===== src/rtl/useq_pkg.sv =====
// Shared constants and next-state encodings for the microsequencer.
// The optional return stack is enabled with the USEQ_STACK_EN macro.
package useq_pkg;

    localparam int unsigned UADDR_W     = 7;
    localparam int unsigned WCNT_W      = 8;
    localparam int unsigned STACK_DEPTH = 4;
    localparam int unsigned SP_W        = 3;

    typedef enum logic [2:0] {
        NS_INC   = 3'b000,
        NS_JMP   = 3'b001,
        NS_DISP  = 3'b010,
        NS_CBR   = 3'b011,
        NS_WAIT  = 3'b100,
        NS_FETCH = 3'b101,
        NS_CALL  = 3'b110,
        NS_RET   = 3'b111
    } ns_sel_e;

    // Sequential successor; wraps at the top of the microstore.
    function automatic logic [UADDR_W-1:0] uaddr_inc(input logic [UADDR_W-1:0] a);
        return a + UADDR_W'(1);
    endfunction

endpackage


===== src/rtl/useq_next_addr.sv =====
// Combinational successor-address selection for the microsequencer.
// Stack ports exist only when USEQ_STACK_EN is defined.
module useq_next_addr
    import useq_pkg::*;
#(
    parameter logic [UADDR_W-1:0] FETCH_ADDR = 7'd0,
    parameter logic [UADDR_W-1:0] ABORT_ADDR = 7'd127,
    parameter int unsigned        TIMEOUT    = 255
) (
    input  logic [2:0]         i_ns_sel,
    input  logic [UADDR_W-1:0] i_cr_addr,
    input  logic               i_inv,
    input  logic [1:0]         i_cond_sel,
    input  logic [3:0]         i_cond,
    input  logic [UADDR_W-1:0] i_dispatch_addr,
    input  logic               i_mfc,
    input  logic [UADDR_W-1:0] i_upc,
    input  logic [WCNT_W-1:0]  i_wait_cnt,
`ifdef USEQ_STACK_EN
    input  logic [UADDR_W-1:0] i_stk_top,
    input  logic               i_stk_empty,
    input  logic               i_stk_full,
    output logic               o_push_c,
    output logic               o_pop_c,
    output logic               o_stk_err_c,
`endif
    output logic [UADDR_W-1:0] o_next_upc_c,
    output logic               o_wait_inc_c,
    output logic               o_timeout_c
);

    logic [UADDR_W-1:0] w_inc;
    logic               w_cond_hit;

    assign w_inc      = uaddr_inc(i_upc);
    assign w_cond_hit = i_cond[i_cond_sel] ^ i_inv;

    always_comb begin
        o_next_upc_c = w_inc;
        o_wait_inc_c = 1'b0;
        o_timeout_c  = 1'b0;
`ifdef USEQ_STACK_EN
        o_push_c     = 1'b0;
        o_pop_c      = 1'b0;
        o_stk_err_c  = 1'b0;
`endif
        case (ns_sel_e'(i_ns_sel))
            NS_INC:   o_next_upc_c = w_inc;
            NS_JMP:   o_next_upc_c = i_cr_addr;
            NS_DISP:  o_next_upc_c = i_dispatch_addr;
            NS_CBR:   o_next_upc_c = w_cond_hit ? i_cr_addr : w_inc;
            // Completion beats timeout when both happen in the same cycle.
            NS_WAIT: begin
                if (i_mfc) begin
                    o_next_upc_c = i_cr_addr;
                end else if (i_wait_cnt == WCNT_W'(TIMEOUT)) begin
                    o_next_upc_c = ABORT_ADDR;
                    o_timeout_c  = 1'b1;
                end else begin
                    o_next_upc_c = i_upc;
                    o_wait_inc_c = 1'b1;
                end
            end
            NS_FETCH: o_next_upc_c = FETCH_ADDR;
`ifdef USEQ_STACK_EN
            NS_CALL: begin
                o_next_upc_c = i_cr_addr;
                o_push_c     = !i_stk_full;
                o_stk_err_c  = i_stk_full;
            end
            NS_RET: begin
                o_next_upc_c = i_stk_empty ? FETCH_ADDR : i_stk_top;
                o_pop_c      = !i_stk_empty;
                o_stk_err_c  = i_stk_empty;
            end
`else
            NS_CALL:  o_next_upc_c = i_cr_addr;
            NS_RET:   o_next_upc_c = FETCH_ADDR;
`endif
            default:  o_next_upc_c = w_inc;
        endcase
    end

endmodule


===== src/rtl/useq_ctrl.sv =====
// Microprogram sequencer: upc register, WAIT timeout counter, event pulses and
// an optional 4-deep return stack (USEQ_STACK_EN).
module useq_ctrl
    import useq_pkg::*;
#(
    parameter logic [UADDR_W-1:0] FETCH_ADDR = 7'd0,
    parameter logic [UADDR_W-1:0] ABORT_ADDR = 7'd127,
    parameter int unsigned        TIMEOUT    = 255
) (
    input  logic               clk,
    input  logic               rst_n,
    input  logic [2:0]         ns_sel,
    input  logic [UADDR_W-1:0] cr_addr,
    input  logic               inv,
    input  logic [1:0]         cond_sel,
    input  logic [3:0]         cond,
    input  logic [UADDR_W-1:0] dispatch_addr,
    input  logic               mfc,
    input  logic               stall,
    output logic [UADDR_W-1:0] upc,
    output logic               wait_active,
    output logic               mem_timeout,
    output logic               stack_err
);

    logic [UADDR_W-1:0] r_upc;
    logic [WCNT_W-1:0]  r_wait_cnt;
    logic               r_mem_timeout;
    logic [UADDR_W-1:0] w_next_upc;
    logic               w_wait_inc;
    logic               w_timeout;

`ifdef USEQ_STACK_EN
    logic [UADDR_W-1:0] r_stack [STACK_DEPTH];
    logic [SP_W-1:0]    r_sp;
    logic               r_stack_err;
    logic               w_push;
    logic               w_pop;
    logic               w_stk_err;
    logic               w_stk_empty;
    logic               w_stk_full;
    logic [UADDR_W-1:0] w_stk_top;
    logic [UADDR_W-1:0] w_inc;

    assign w_inc       = uaddr_inc(r_upc);
    assign w_stk_empty = (r_sp == '0);
    assign w_stk_full  = (r_sp == SP_W'(STACK_DEPTH));
    assign w_stk_top   = r_stack[2'(r_sp - SP_W'(1))];
`endif

    useq_next_addr #(
        .FETCH_ADDR (FETCH_ADDR),
        .ABORT_ADDR (ABORT_ADDR),
        .TIMEOUT    (TIMEOUT)
    ) u_next_addr (
        .i_ns_sel        (ns_sel),
        .i_cr_addr       (cr_addr),
        .i_inv           (inv),
        .i_cond_sel      (cond_sel),
        .i_cond          (cond),
        .i_dispatch_addr (dispatch_addr),
        .i_mfc           (mfc),
        .i_upc           (r_upc),
        .i_wait_cnt      (r_wait_cnt),
`ifdef USEQ_STACK_EN
        .i_stk_top       (w_stk_top),
        .i_stk_empty     (w_stk_empty),
        .i_stk_full      (w_stk_full),
        .o_push_c        (w_push),
        .o_pop_c         (w_pop),
        .o_stk_err_c     (w_stk_err),
`endif
        .o_next_upc_c    (w_next_upc),
        .o_wait_inc_c    (w_wait_inc),
        .o_timeout_c     (w_timeout)
    );

    // Stall freezes all state; pulses drop so each event is reported once.
    always_ff @(posedge clk) begin
        if (!rst_n) begin
            r_upc         <= FETCH_ADDR;
            r_wait_cnt    <= '0;
            r_mem_timeout <= 1'b0;
`ifdef USEQ_STACK_EN
            r_sp          <= '0;
            r_stack_err   <= 1'b0;
`endif
        end else if (stall) begin
            r_mem_timeout <= 1'b0;
`ifdef USEQ_STACK_EN
            r_stack_err   <= 1'b0;
`endif
        end else begin
            r_upc         <= w_next_upc;
            r_wait_cnt    <= w_wait_inc ? r_wait_cnt + WCNT_W'(1) : '0;
            r_mem_timeout <= w_timeout;
`ifdef USEQ_STACK_EN
            r_stack_err   <= w_stk_err;
            if (w_push) begin
                r_sp <= r_sp + SP_W'(1);
            end else if (w_pop) begin
                r_sp <= r_sp - SP_W'(1);
            end
`endif
        end
    end

`ifdef USEQ_STACK_EN
    // Return-address storage needs no reset; the pointer defines validity.
    always_ff @(posedge clk) begin
        if (rst_n && !stall && w_push) begin
            r_stack[r_sp[1:0]] <= w_inc;
        end
    end

    assign stack_err = r_stack_err;
`else
    assign stack_err = 1'b0;
`endif

    assign upc         = r_upc;
    assign wait_active = (ns_sel == NS_WAIT);
    assign mem_timeout = r_mem_timeout;

endmodule


===== config.mk =====
export PLATFORM = sky130hd
export DESIGN_NAME = useq_ctrl
export DESIGN_NICKNAME = d
export VERILOG_FILES = /design/src/rtl/useq_pkg.sv /design/src/rtl/useq_next_addr.sv /design/src/rtl/useq_ctrl.sv
export SDC_FILE = /design/constraint.sdc
export NUM_CORES = 1
export LEC_CHECK = 0
export BUFFER_PORTS_ARGS = -buffer_cell sky130_fd_sc_hd__buf_2
export CAP_MARGIN = 25
export CELL_PAD_IN_SITES_DETAIL_PLACEMENT = 1
export CELL_PAD_IN_SITES_GLOBAL_PLACEMENT = 2
export CORE_MARGIN = 2
export CORE_UTILIZATION = 29
export CTS_CLUSTER_SIZE = 8
export DETAILED_ROUTE_END_ITERATION = 8
export PLACE_DENSITY = 0.84
export SETUP_SLACK_MARGIN = 0.4
export SKIP_CTS_REPAIR_TIMING = 1
export SYNTH_ARGS = -nofsm -noshare
export SYNTH_HDL_FRONTEND = slang
export SYNTH_HIERARCHICAL = 1
export SYNTH_SLANG_ARGS = --single-unit

===== constraint.sdc =====
create_clock -name clk -period 2 [get_ports clk]
set_input_delay 0.2 -clock clk [delete_from_list [all_inputs] [get_ports clk]]
set_output_delay 0.2 -clock clk [all_outputs]
set_load 0.05 [all_outputs]

# Word level (Yosys, flattened, before mapping)
# Index checks and enable logic that the tools add are counted.
[classes]
add_sub_neg = 2
order_cmp = 1
n_eq_ne = 9
n_bitwise = 4
n_reduce_logical = 5
muxes = 11
[ops]
columns = ["op", "n"]
rows = [
  ["$pmux W7 S6", 1],
  ["$mux W7", 3],
  ["$eq A3 B3 Y1 const B", 4],
  ["$add A8 B1 Y8 const B", 1],
  ["$eq A8 B8 Y1 const B", 1],
  ["$mux W8", 1],
  ["$add A7 B1 Y7 const B", 1],
  ["$eq A3 B2 Y1 const B", 2],
  ["$mux W1", 5],
  ["$reduce_or A2 Y1", 2],
  ["$reduce_or A4 Y1", 1],
  ["$eq A3 B1 Y1 const B", 1],
  ["$logic_not A3 Y1", 1],
  ["$lt A2 B3 Y1 const B", 1],
  ["$ne A3 B2 Y1 const B", 1],
  ["$not A1 Y1", 3],
  ["$bmux W1 S2", 1],
  ["$reduce_and A2 Y1", 1],
  ["$xor A1 B1 Y1", 1],
]
[totals]
register_bits = 16
output_inout_bits = 10
wordCells = 35
in_bits = 28

# Longest topological paths before layout
# Gate-level depths: netlist of run 1.
[logic_depth]
ltp_word = 5
mapped_depth = 8
depth_no_buf = 7

# By module
# Netlist of run 1, hierarchy kept.
[by_module_without_submodules]
columns = ["module", "n_inst", "area_per_inst_um2", "seq_area_each_um2", "cells_per_inst"]
rows = [
  ["useq_next_addr", 1, 676.9, 0.0, 97],
  ["useq_ctrl", 1, 641.9, 320.3, 64],
]

# Least setup slack after synthesis of run 1
# No wires, ideal clock.
[synth_path]
kind = "register to register"
startpoint = "register r_wait_cnt[3]"
endpoint = "register r_upc[2] (netlist: upc[2])"
slack_ns = 0.282
path_buffers = 0
stages_incl_launch_ff = 8
t_arrival_ns = 1.600
cell_sequence = "dfxtp_1 > and4_1 > a211o_1 > a222oi_1 > a21oi_1 > a2bb2oi_1 > mux2i_1 > nor2b_1"
[synth_between]
elab_chain_len = 3
[synth_lines]
columns = ["element", "line_no", "text"]
rows = [
  ["start, declared", "useq_ctrl.sv:27", "logic [WCNT_W-1:0] r_wait_cnt;"],
  ["start signal, assigned", "useq_ctrl.sv:95", "r_wait_cnt <= w_wait_inc ? r_wait_cnt + WCNT_W'(1) : '0;"],
  ["$eq A8 B8 Y1", "useq_next_addr.sv:56", "end else if (i_wait_cnt == WCNT_W'(TIMEOUT)) begin"],
  ["$ne A3 B2 Y1 (no line)", "-", ""],
  ["$reduce_and A2 Y1 (no line)", "-", ""],
  ["end signal, assigned", "useq_ctrl.sv:94", "r_upc <= w_next_upc;"],
  ["end, declared", "useq_ctrl.sv:26", "logic [UADDR_W-1:0] r_upc;"],
]
# No other way between the ends.
# A chain may end at the register's enable or synchronous reset.

# Final worst setup path of run 1
[layout_path]
startpoint = "register r_wait_cnt[2]"
endpoint = "register r_upc[1] (netlist: upc[1])"
# Same word-level chain as after synthesis.

==> results of run 1 <==
## registers in the layout, indices dropped and copies added (netlist names)
register,flops
r_wait_cnt,8
upc,7
mem_timeout,1
## final timing paths
check | from | to | slack, ps | cells after the start
hold reg to reg | r_wait_cnt[7] | r_wait_cnt[7] | 490 | 2
hold / removal | rst_n | mem_timeout | 250 | 3
setup / recovery | r_wait_cnt[2] | upc[1] | 200 | 7
setup reg to reg | r_wait_cnt[2] | upc[1] | 200 | 7
## worst reg2reg max path, cell delays in order (launching register included)
cell	delay, ps
dfxtp_4	350
and4_4	190
a211o_1	300
a222oi_1	370
a21oi_1	150
a2bb2oi_2	150
mux2i_1	140
nor2b_1	60
## power by group through the flow
| stage | Sequential, mW | Clock (mW) | Combinational, mW |
|---|---|---|---|
| after floorplan | 0.389 | 0 | 0.170 |
| after global placement | 0.360 | 0 | 0.279 |
| after detailed placement | 0.360 | 0 | 0.282 |
| after CTS | 0.352 | 0.302 | 0.283 |
| after global routing | 0.353 | 0.315 | 0.344 |
| final | 0.350 | 0.285 | 0.317 |
## through the flow
stage | setup slack [ps] | utilization, % | power, mW
2_1_floorplan | 361 | - | 0.560
3_3_place_gp | 121 | 36.0 | 0.639
3_5_place_dp | 115 | 36.0 | 0.642
4_1_cts | 83.8 | 37.3 | 0.937
5_1_grt | 78.2 | 40.3 | 1.01
6_report | 198 | 40.3 | 0.952
## routing by layer
| layer | global-route usage (%) | vias up | wire (µm) | part of all wire (%) |
|---|---|---|---|---|
| li1 | - | 696 | - | - |
| met1 | 17.9 | 696 | 1650 | 42 |
| met2 | 27.9 | 21 | 2150 | 54 |
| met3 | 3.23 | 0 | 153 | 3.9 |
| met4 | 1.89 | 0 | 0 | 0 |
| met5 | 0 | - | 0 | 0 |
## layout make-up
type | instances | area share (%)
Tap cell | 52 | 3.71
Multi-Input combinational cell | 128 | 54.6
Clock buffer | 4 | 3.14
Sequential cell | 16 | 19.2
Timing Repair Buffer | 53 | 17.6
Inverter | 8 | 1.71
## cells in the final DEF (no fill, tap or decap), types with 3 or more instances in the layout
cell      instances
o21ai_0           8
xor2_1            8
a22oi_1           5
clkbuf_8          4
and3_1            5
buf_4            15
dfxtp_2           7
buf_2            37
a21oi_1          11
nand2_1           3
a31o_2            3
inv_1             7
dfxtp_1           7
a21oi_2           5
nor2b_1          15
nor2_1            6
mux2i_1           8
or3_1             3
nand4b_1          3
o31ai_1           3
nand3_1           4
o22ai_1           7
## kinds of logic (layout without fill, tap and decap cells)
logic type,Yosys count,in the layout,share of synthesized area (%)
AO/OA/AOI/OAI,56,56,28.8
AND/OR/NAND/NOR,50,50,23.3
buffers and inverters,17,65,6.36
flip-flops,16,16,24.3
XOR/XNOR,10,10,7.21
multiplexers,9,9,7.78
adder cells (fa/ha/maj),2,2,1.90
other,1,1,0.284
==> impl_results.md, run 1 <==
* Status: completed
* CP endpoint kind: flip-flop
* FP Rows at 24
* H-tree depth at 1
* Max-cap violations at 0
* Fin cells at about 260
* Dpl cells at approximately 250
* Largest net degree at the start of global routing at 17
* Slowest-stage cell, CP: a222oi_1
* Area of the multi-input gates at 957 µm²
* Area contributors post-synth: dfxtp_1 (24%), nor2b_1 (7.1%), mux2i_1 (6.1%), xor2_1 (5.3%), a21oi_1 (4.6%)
* Placed wire-length estimate at 2890 µm
* Tot GR Track Use at 14.9%
* CTS Sinks at 16
* DRT Wirelength at between 3000 and 4000 µm
* Die Y at slightly above 70 µm
* Clock share of power at between 20% and 30%
* Post-synthesis sequential area ratio at between 20% and 30%
* Startpoint types: flip-flop
* Layout Nets at 240
* Switch share at 32.0%
* Synth top area share at between 20% and 30%
* Syn Area/Cell at roughly 8.2 µm²
* DRC at 0
* Max FO, Critical Path at 3
* Hold crit path type: primary input to flip-flop
* Total CTS buffers at 3
* Fill cells at between 500 and 600
* FF+latch count, synth at 16
* Clk slew on worst S/H paths at about 60 ps
* Fin area at 1750 µm²
* Clock period minus worst slack at about 1800 ps
* Netlist Area Pre-Place at around 1300 µm²
* Syn Inst Count at between 150 and 200
* Initial antenna violation count at 0
* CP Class: flip-flop to flip-flop
* Cell with the most instances after synthesis: dfxtp_1
* Max Clock Skew at around 1.5 ps
* Post-route antenna net violation count at 0
* Pwr Density at ~540 nW/µm²
* RSZ-0062 raised after global routing: true
* Worst-Skew Late Latency at between 200 and 300 ps
* Combinational share of power at between 30 and 40%
* Placer Congestion at 0.715
* Final setup violation count at 0
* Die width at 71.4 µm
* Core ar. at between 4000 and 5000 µm²
* Ports at 38
* Area grow syn2layout at 32.9%
* VDD IR max at 0.260 mV
* Fmax at between 500 and 600 MHz
* Commonest cells post-synth: dfxtp_1 (16), nor2b_1 (15), a21oi_1 (12), o21ai_0 (9)
* Mapped Nets at between 150 and 200
* Flop pwr share at 36.8%
* PortBufs at 36
* DRT Pass-1 Iters at 4
* WL per Instance at roughly 15 µm
* Via-to-Cell Ratio at around 5.4
* WP data required at between 2000 and 2500 ps
* DP Area at between 1500 and 2000 µm²
* Fin crit share at 90.1%
* Cell family with most CP delay: compound AO/OA/AOI/OAI gates
* Vias post-DR at 1413
* Starting density of the core at about 30%
* Post-synth top flop: dfxtp_1
* Worst-case clock buffer depth at 2
* Yosys warnings at 6
* Setup Total Neg Slack at 0 ps
* Fin. max-slew vios at 0
* Psw at ~0.30 mW
* Post-synth ARST share at 0%
* Cell-internal power at between 0.6 and 0.7 mW
* Leading area contributor after synthesis: dfxtp_1
* Hold slack at 247 ps
* Critical path arrival at 1940 ps
* Distinct cells, synth at 43
* CTS tree: done
* Clk root buf: clkbuf_8
* Die Area at 5100 µm²
* Post-synth EDFFs at 0
* Antenna Cells at 0
* Vias in the first global route at about 1400
* Hold Vio Cnt, Final at 0
* First-pass GRT wire length at a little over 6000 µm
* Initial DRC count at slightly below 80
* FF+latch area at about 340 µm²
* Bufs and invs on worst path at 0
* Grt ovf at 0
* Cell Chain, Critical Path: and4_4 > a211o_1 > a222oi_1 > a21oi_1 > a2bb2oi_2 > mux2i_1 > nor2b_1
* Fraction of layout cells with a size suffix above 1 at between 40% and 50%
* Static leakage at 0.762 nW
* Largest stage delay on the critical path at around 370 ps
Power figures use the tool's default switching activity.
==> run 2, diff against run 1 <==
CORE_MARGIN = 5   (was 2)
==> impl_results.md, run 2 (synthesis gave the netlist of run 1 again) <==
* Reg with most FFs: r_wait_cnt
* Worst-Skew Late Latency at 250 ps (about the same)
* Hold Crit Depth at 3 (unchanged)
* Fraction of layout cells with a size suffix above 1 at 39.8% (-2.3 points)
* H-tree depth at 1 (unchanged)
* Grt ovf at 0 (unchanged)
* VDD IR max at 0.281 mV (+8.0%)
* Cell Chain, Critical Path: and4_4 > a211o_1 > a222oi_1 > a21oi_1 > a2bb2oi_2 > mux2i_1 > nor2b_1
* Hold slack at 232 ps (-15.1 ps)
* Final setup violation count at 0 (unchanged)
* Total CTS buffers at 3 (unchanged)
* CTS tree: done
* Placed wire-length estimate at 2950 µm (+2.0%)
* Core ar. at 4380 µm² (+0.69%)
* Post-layout util at 38.5% (-1.7 points)
* DRT Pass-1 Iters at 4 (unchanged)
* RSZ-0062 raised after global routing: true
* Worst-case clock buffer depth at 2 (unchanged)
* Slowest-stage cell, CP: a222oi_1
* Clock period minus worst slack at 1830 ps (+25.8 ps)
* Setup Total Neg Slack at 0 ps (unchanged)
* WP data required at 2140 ps (about the same)
* Via-to-Cell Ratio at 5.25 (-3.0%)
* Largest net degree at the start of global routing at 17 (unchanged)
* Clk slew on worst S/H paths at 60 ps (about the same)
* Power Total at 0.887 mW (-6.8%)
* Area grow syn2layout at 28.1%
* Status: completed
* Fin cells at 253 (-3.1%)
* Ports at 38 (unchanged)
* Vias post-DR at 1329 (-5.9%)
* Die Area at 6000 µm² (+18%)
* Hold crit path type: primary input to flip-flop
* Starting density of the core at 30.1% (-0.21 points)
* Static leakage at 0.713 nW (-6.4%)
* Initial DRC count at 63 (-19%)
* Max reg flops at 8 (unchanged)
* DP Area at 1570 µm² (unchanged)
* Initial antenna violation count at 0 (unchanged)
* Fin area at 1690 µm² (-3.6%)
* Die width at 77.4 µm (+8.4%)
* Pwr Density at 525 nW/µm² (-3.3%)
* Clk root buf: clkbuf_8
* PortBufs at 36 (unchanged)
* CP endpoint kind: flip-flop
* Critical path arrival at 1970 ps (+30 ps)
* Hold Vio Cnt, Final at 0 (unchanged)
* Commonest non-fill, non-tap cell in the layout: buf_2
* Most frequent cells in the layout: buf_2 (36), nor2b_1 (15), a21oi_1 (12)
* Fin crit share at 91.4% (+1.3 points)
* DRT Wirelength at 3760 µm (-4.9%)
* Fmax at 547 MHz (-1.4%)
* Max-cap violations at 0 (unchanged)
* FP Rows at 24 (unchanged)
* CP Class: flip-flop to flip-flop
* Fin. max-slew vios at 0 (unchanged)
* Largest stage delay on the critical path at 390 ps (+20 ps)
* Dpl cells at 247 (unchanged)
* Layout Nets at 233 (-2.9%)
* CTS Sinks at 16 (unchanged)
* Max Clock Skew at 4.08 ps (+2.58 ps)
* WL per Instance at 14.8 µm (-1.9%)
* Tot GR Track Use at 12.5% (-2.5 points)
* Vias in the first global route at 1354 (-2.3%)
* Die Y at 77.4 µm (+8.4%)
* Setup WS pre-CTS at 121 ps (+6.38 ps)
* Startpoint types: flip-flop
* Antenna Cells at 0 (unchanged)
* Cells on worst reg2reg path at 7 (unchanged)
* Final worst-path setup slack at 172 ps (-25.8 ps)
* First-pass GRT wire length at 6470 µm (+4.2%)
* DRC at 0 (unchanged)
* Max FO, Critical Path at 4 (+1)
* Post-route antenna net violation count at 0 (unchanged)
* Placer Congestion at 0.753 (+5.2%)
==> run 2: routing by layer <==
metal,GRT usage [%],share of wire [%]
met2,21.3,48
met1,16.6,47
met5,0,0
met3,1.27,4.2
met4,3.61,1.1
==> run 2: layout make-up <==
type	count	area, µm²
multi-input combinational	128	962
tap	52	65.1
sequential	16	335
clock buffer	3	41.3
inverter	8	30.0
fill	540	2700
timing repair buffer	46	255
==> run 2: critical path, delay by kind of cell (launching register included) <==
| family | cells | cell delay [ps] |
|---|---|---|
| DFF | 1 | 350 |
| muxes | 1 | 130 |
| AOI/OAI and AO/OA | 4 | 1000 |
| and+or+nand+nor | 2 | 250 |
==> run 2: worst paths after layout <==
path / from / endpoint / slack (ps)
worst max-delay path: r_wait_cnt[0] / upc[2] / 170
worst min-delay path: rst_n / mem_timeout / 230
worst max register to register: r_wait_cnt[0] / upc[2] / 170
worst min register to register: r_wait_cnt[7] / r_wait_cnt[7] / 500
==> run 2: power breakdown <==
| part | internal, mW | switching [mW] | total [mW] |
|---|---|---|---|
| sequential | 0.331 | 0.0191 | 0.351 |
| combinational | 0.131 | 0.168 | 0.299 |
| clock | 0.133 | 0.105 | 0.238 |
| total | 0.596 | 0.292 | 0.887 |
